[src/rtl/alu_pkg.sv]
// Shared opcode encodings, internal operation selects and constants for the
// registered arithmetic unit.
package alu_pkg;

   localparam logic [1:0] OP_ADD  = 2'b00;
   localparam logic [1:0] OP_SUB  = 2'b01;
   localparam logic [1:0] OP_DIV  = 2'b10;
   localparam logic [1:0] OP_HOLD = 2'b11;

   typedef enum logic [1:0] {
      SEL_ADD,
      SEL_SUB,
      SEL_DIV,
      SEL_HOLD
   } op_select_t;

   localparam int unsigned DATA_W = 8;

   // Quotient reported when the divisor is zero.
   localparam logic [DATA_W-1:0] DIV0_RESULT = '1;

endpackage

[src/rtl/arith_divider.sv]
// Combinational restoring array divider: one compare/subtract stage per
// quotient bit, MSB first. A zero divisor yields the all-ones quotient.
module arith_divider
   import alu_pkg::*;
#(
   parameter int WIDTH = 8
) (
   input  logic [WIDTH-1:0] dividend,
   input  logic [WIDTH-1:0] divisor,
   output logic [WIDTH-1:0] quotient,
   output logic             div_zero
);

   logic [WIDTH:0]   rem;
   logic [WIDTH-1:0] q_raw;

   always_comb begin
      rem   = '0;
      q_raw = '0;
      for (int i = WIDTH - 1; i >= 0; i--) begin
         rem = {rem[WIDTH-1:0], dividend[i]};
         if (rem >= {1'b0, divisor}) begin
            rem      = rem - {1'b0, divisor};
            q_raw[i] = 1'b1;
         end
      end
   end

   assign div_zero = (divisor == '0);
   assign quotient = div_zero ? WIDTH'(DIV0_RESULT) : q_raw;

endmodule

[src/rtl/arithmetic_unit.sv]
// Registered 8-bit ADD/SUB/DIV datapath with opcode decode, a result-enable
// mux and registered result/carry/div_zero/zero flags (one cycle latency).
module arithmetic_unit
   import alu_pkg::*;
#(
   parameter int WIDTH = 8
) (
   input  logic             clk,
   input  logic             rst,
   input  logic [WIDTH-1:0] a,
   input  logic [WIDTH-1:0] b,
   input  logic [1:0]       opcode,
   input  logic             result_en,
   output logic [WIDTH-1:0] result,
   output logic             carry,
   output logic             div_zero,
   output logic             zero
);

   op_select_t       op_sel;
   logic [WIDTH:0]   sum_full;
   logic [WIDTH:0]   diff_full;
   logic [WIDTH-1:0] quotient;
   logic             div_by_zero;

   logic [WIDTH-1:0] result_d, result_q;
   logic             carry_d, carry_q;
   logic             div_zero_d, div_zero_q;
   logic             zero_d, zero_q;

   // Unknown or unlisted opcodes fall back to HOLD so state is never corrupted.
   always_comb begin
      case (opcode)
         OP_ADD:  op_sel = SEL_ADD;
         OP_SUB:  op_sel = SEL_SUB;
         OP_DIV:  op_sel = SEL_DIV;
         OP_HOLD: op_sel = SEL_HOLD;
         default: op_sel = SEL_HOLD;
      endcase
   end

   assign sum_full  = {1'b0, a} + {1'b0, b};
   assign diff_full = {1'b0, a} - {1'b0, b};

   arith_divider #(
      .WIDTH(WIDTH)
   ) u_divider (
      .dividend(a),
      .divisor (b),
      .quotient(quotient),
      .div_zero(div_by_zero)
   );

   // The top bit of the 9-bit difference is the borrow, i.e. a < b.
   always_comb begin
      result_d   = result_q;
      carry_d    = carry_q;
      div_zero_d = div_zero_q;
      if (!result_en) begin
         result_d   = '0;
         carry_d    = 1'b0;
         div_zero_d = 1'b0;
      end else begin
         case (op_sel)
            SEL_ADD: begin
               result_d   = sum_full[WIDTH-1:0];
               carry_d    = sum_full[WIDTH];
               div_zero_d = 1'b0;
            end
            SEL_SUB: begin
               result_d   = diff_full[WIDTH-1:0];
               carry_d    = diff_full[WIDTH];
               div_zero_d = 1'b0;
            end
            SEL_DIV: begin
               result_d   = quotient;
               carry_d    = 1'b0;
               div_zero_d = div_by_zero;
            end
            default: begin
               result_d   = result_q;
               carry_d    = carry_q;
               div_zero_d = div_zero_q;
            end
         endcase
      end
      zero_d = (result_d == '0);
   end

   always_ff @(posedge clk or negedge rst) begin
      if (!rst) begin
         result_q   <= '0;
         carry_q    <= 1'b0;
         div_zero_q <= 1'b0;
         zero_q     <= 1'b1;
      end else begin
         result_q   <= result_d;
         carry_q    <= carry_d;
         div_zero_q <= div_zero_d;
         zero_q     <= zero_d;
      end
   end

   assign result   = result_q;
   assign carry    = carry_q;
   assign div_zero = div_zero_q;
   assign zero     = zero_q;

endmodule

[config.mk]
export PLATFORM = sky130hd
export DESIGN_NAME = arithmetic_unit
export DESIGN_NICKNAME = d
export VERILOG_FILES = /design/src/rtl/alu_pkg.sv /design/src/rtl/arith_divider.sv /design/src/rtl/arithmetic_unit.sv
export SDC_FILE = /design/constraint.sdc
export NUM_CORES = 1
export LEC_CHECK = 0
export ABC_CLOCK_PERIOD_IN_PS = 1840
export CAP_MARGIN = 20
export CORE_ASPECT_RATIO = 1.75
export CORE_MARGIN = 8
export CORE_UTILIZATION = 57
export CTS_CLUSTER_DIAMETER = 80
export DETAILED_ROUTE_END_ITERATION = 7
export PLACE_DENSITY_LB_ADDON = 0.3
export SLEW_MARGIN = 25
export SYNTH_ARGS = -nofsm -noshare
export SYNTH_HDL_FRONTEND = slang
export SYNTH_SLANG_ARGS = --single-unit
[constraint.sdc]
create_clock -name clk -period 1.84 [get_ports clk]
set_clock_uncertainty 0.05 [all_clocks]
set_input_delay 0.276 -clock clk [delete_from_list [all_inputs] [get_ports clk]]
set_output_delay 0.276 -clock clk [all_outputs]
set_load 0.02 [all_outputs]
==> results of run 1 <==
-- stage by stage --
step | util | cell area, µm² | TNS [ns]
detailed placement | 0.914 | 7180 | -67.01
global placement | 0.914 | 7180 | -59.78
floorplan | - | 5050 | -52.71
-- cells by family after synthesis --
family / Yosys count / synth area share
DFF: 11 / 0.0608
muxes: 29 / 0.0721
buffers and inverters: 61 / 0.0534
adders and majority gates: 85 / 0.247
AOI/OAI and AO/OA: 191 / 0.308
xor gates and xnor gates: 32 / 0.0617
and+or+nand+nor: 160 / 0.197
-- synth_stat cells, types with 14 or more instances --
master and number:
nand2b_1 14, nand2_1 25, ha_1 77, nor2b_1 15
o21ai_0 36, nor3_1 17, a21oi_1 32, a21o_1 19
inv_1 49, xnor2_1 23, mux2_2 16, nor2_1 34
==> summary.txt, run 1 <==
Yosys
  – Top FF cell, synth: dfrtp_1
  – Synthesized area per cell: between 7 and 8 µm²
  – #FFs+latches synth: 11
  – EDFF count, synth: 0
  – Post-synth top area cell: ha_1
  – FFs w/ async S/R, synth: 1.00
  – Top cells by area, synth: ha_1 (21%), dfrtp_1 (5.5%), xnor2_1 (4.4%)
  – Mapped Area: around 4500 µm²
  – Syn Inst Count: around 570
  – Area share of the largest cell type after synthesis: 0.212
  – Synth warn: 0
  – Cell variety after synth: between 80 and 90
  – Syn nets: 675
  – Seq/Total Area, Yosys: 0.0608

Clocking
  – Num Clock Sinks: 11
  – Gates resized, CTS repair: roughly 160
  – CTS Root Cell: clkbuf_16
  – Clock buffer depth: 2
  – Post-CTS setup buffer count: between 60 and 70
  – CTS Hold Bufs: 0
  – # H-tree levels: 1
  – CTS buffer count: 3

Outcome
  – Halt Stage: 4_1_cts
  – Tool error: [ERROR DPL-0038] Utilization greater than 100%, impossible to legalize
  – Run status: aborted with a tool error

Floorplan
  – Starting Density: 0.579
  – Die H: 134 µm
  – Die W: 83.5 µm
  – Rows: between 40 and 50
  – I/O pin cnt: 32

Placement
  – Routability congestion estimate: roughly 1.1
  – Worst slack, placed: -12.94 ns
  – Port-buffer cells: 31
  – DP HPWL: 18,100 µm
  – Placed insts: between 900 and 1,000
==> run 2, diff against run 1 <==
--- a/config.mk
+++ b/config.mk
@@ -7,12 +7,10 @@
 export LEC_CHECK = 0
 export ABC_CLOCK_PERIOD_IN_PS = 1840
 export CAP_MARGIN = 20
-export CORE_ASPECT_RATIO = 1.75
 export CORE_MARGIN = 8
-export CORE_UTILIZATION = 57
-export CTS_CLUSTER_DIAMETER = 80
+export CORE_UTILIZATION = 40
 export DETAILED_ROUTE_END_ITERATION = 7
-export PLACE_DENSITY_LB_ADDON = 0.3
+export PLACE_DENSITY_LB_ADDON = 0.15
 export SLEW_MARGIN = 25
 export SYNTH_ARGS = -nofsm -noshare
 export SYNTH_HDL_FRONTEND = slang
==> run 2 against run 1 <==
Effect of this change: the flow now finishes, with violations (setup timing); synthesized cell count did not move; synthesized area did not move.
==> summary.txt, run 2 <==
Outcome
  – Run status: finished, violations left
  – Failing checks: setup timing

Floorplan
  – I/O pin cnt: 32 (unchanged)
  – Rows: 39 (-9.3%)
  – Die area: 15,000 µm²
  – Die H: 123 µm (-8.6%)
  – Starting Density: 0.403 (-0.175)
  – Area of the core: ~11,000 µm²
  – Die W: 123 µm (+47%)

STA
  – # setup viols final: 10
  – Max_slew headroom: 0.611
  – Fin. Hold Viols: 0
  – Slew Viols, Final: 0
  – Fmax: 75.9 MHz
  – Final Critical Period: about 13 ns
  – Setup tns final: -55.12 ns
  – Period Utilization, post-route: 7.16
  – RSZ-0062 raised after global routing: true
  – Tightest Pin Transition: between 0.5 and 0.6 ns
  – Final WS setup: -11.34 ns

Yosys
  – EDFF count, synth: 0 (unchanged)
  – Post-synth top area cell: ha_1
  – Mapped Area: 4550 µm² (unchanged)
  – #FFs+latches synth: 11 (unchanged)
  – Top FF cell, synth: dfrtp_1
  – Top post-synthesis cells by count: ha_1 (77), inv_1 (49), o21ai_0 (36), nor2_1 (34), a21oi_1 (32)
  – Seq/Total Area, Yosys: 0.0608 (unchanged)
  – Cell variety after synth: 89 (unchanged)
  – Most common cell in the synthesized netlist: ha_1
  – Syn Inst Count: 569 (unchanged)
  – Top cells by area, synth: ha_1 (21%), dfrtp_1 (5.5%), xnor2_1 (4.4%)
  – FFs w/ async S/R, synth: 1.00 (unchanged)
  – Syn nets: 675 (unchanged)
  – Synth warn: 0 (unchanged)
  – Synthesized area per cell: 7.99 µm² (unchanged)
  – Area share of the largest cell type after synthesis: 0.212 (unchanged)

Power and ir drop
  – Max rail drop VDD: about 0.0014 V
  – Psw: approximately 3100 µW
  – Sw frac: 0.407
  – Pwr Total: approximately 7700 µW
  – Int Pwr: between 4000 and 5000 µW
  – Clock Power Share: 0.051
  – Reg power frac: 0.040
  – Combinational Power Share: 0.909
  – Power per standard cell area: just under 900 nW/µm²
  – Leak pwr: 0.00415 µW

Cells and area
  – Share of layout cells above drive strength 1: 0.561
  – Util after Layout: 0.769
  – Max reg flops: 8
  – Filler Cells Inserted: 794
  – Multi-input gate area: approximately 5000 µm²
  – Commonest cells after routing, fill and taps aside: buf_4 (301), ha_1 (48), inv_1 (42)
  – Final instance area: between 8000 and 9000 µm²
  – Final net count: 1,031
  – Most common cell after layout, fill and taps aside: buf_4
  – Syn-to-layout area delta: 90.8%
  – Sequential cell area: approximately 280 µm²
  – Antenna cells: 0

Global route
  – All-Layer GR Usage: 0.250
  – Total grt overflow: 0
  – Antenna violations before repair: 0
  – Vias in the first global route: between 6,000 and 7,000
  – First-pass GRT wire length: a little over 30,000 µm
  – Largest net degree at the start of global routing: 12

Route
  – Avg Vias per Cell: roughly 5.6
  – DRC: 0
  – Vias: a little under 6,000
  – DR iter-0 viols: 315
  – Final wirelength: a little under 20,000 µm
  – Final antenna-violating net count: 0
  – DR WL/cell: ~18 µm
  – 1st-pass router iterations: 5

Worst setup path
  – Crit path required time: 1.93 ns
  – CP bufs+invs: 6
  – Crit path arrival time: 13.27 ns
  – Crit end category: register
  – Most used cell along the critical path: ha_4
  – Max FO, Critical Path: 7
  – Slowest stage delay, CP: approximately 0.52 ns
  – Kind of critical path: in2reg
  – Worst Setup Start Kind: primary input
  – Delay-heaviest family, CP: compound AO/OA/AOI/OAI gates
  – Critical path's slowest cell: or4_4

Clocking
  – TritonCTS clock tree: yes
  – # H-tree levels: 1 (unchanged)
  – CTS Root Cell: clkbuf_16
  – Clock Latency Late Sink: approximately 0.24 ns
  – Clock buffer depth: 2 (unchanged)
  – Num Clock Sinks: 11 (unchanged)
  – Clk slew on worst S/H paths: approximately 0.04 ns
  – CTS buffer count: 3 (unchanged)

Placement
  – Post-DP Area: 7320 µm² (+2.0%)
  – DP HPWL: 14,200 µm (-22%)
  – Port-buffer cells: 31 (unchanged)
  – Routability congestion estimate: 0.988 (-7.1%)

Job
  – Max cap viols: 0

Hold path
  – HP Class: in2async
run 2: cell counts after synthesis:
No cell type changed its count.
run 2: path summary, 6_finish.rpt:
| kind | from | end | slack (ns) | depth (start not counted) |
|---|---|---|---|---|
| max | a[7] | zero$_DFF_PN1_ | -11.34 | 69 |
| min | rst | carry$_DFFE_PN0P_ | 0.33 | 1 |
| max reg2reg | result[6]$_DFF_PN0_ | zero$_DFF_PN1_ | 0.13 | 4 |
| min reg2reg | div_zero$_DFFE_PN0P_ | div_zero$_DFFE_PN0P_ | 0.54 | 2 |
| max in group asynchronous | rst | zero$_DFF_PN1_ | 1.05 | 1 |
| min in group clk | div_zero$_DFFE_PN0P_ | div_zero$_DFFE_PN0P_ | 0.54 | 2 |
run 2: timing repair:
| item | 4_1_cts | 5_1_grt |
|---|---|---|
| pin swaps | 69 | 68 |
| setup endpoints to repair | 11 | 11 |
| setup buffers | 68 | 17 |
| gates resized for setup | 140 | 36 |
| hold buffers | 0 | 0 |
run 2: cells by family after synthesis:
logic type      synth area share
fa+ha+maj                  0.247
simple gates               0.197
buf+inv                   0.0534
mux                       0.0721
compound gates             0.308
flops                     0.0608
xor+xnor                  0.0617
run 2: power groups by stage:
stage | clock, µW | sequential [µW] | combinational [µW]
global placement | 0 | 309 | 4840
floorplan | 0 | 359 | 2970
detailed placement | 0 | 309 | 5000
finish | 395 | 310 | 7020
global route | 409 | 314 | 7460
CTS | 399 | 306 | 6360
run 2: through the flow:
stage          setup WS (ns)  hold slack (ns)  instances
2_1_floorplan         -11.16          -0.0696        569
3_3_place_gp          -11.57            0.501        980
3_5_place_dp          -12.15            0.521        980
4_1_cts               -11.16            0.341       1051
5_1_grt               -11.82            0.378       1067
6_report              -11.34            0.332       1067
run 2: area by class of cell:
class	count	share of cell area
Tap cell	143	0.0206
Multi-Input combinational cell	497	0.579
Sequential cell	11	0.0319
Inverter	49	0.0228
Clock buffer	4	0.00909
Timing Repair Buffer	363	0.337
run 2: layer usage:
layer / track usage / wire length (µm)
met5: 0 / 0
met2: 0.467 / 10200
met4: 0.0625 / 352
met1: 0.303 / 8360
met3: 0.0170 / 825
Power figures use the tool's default switching activity.
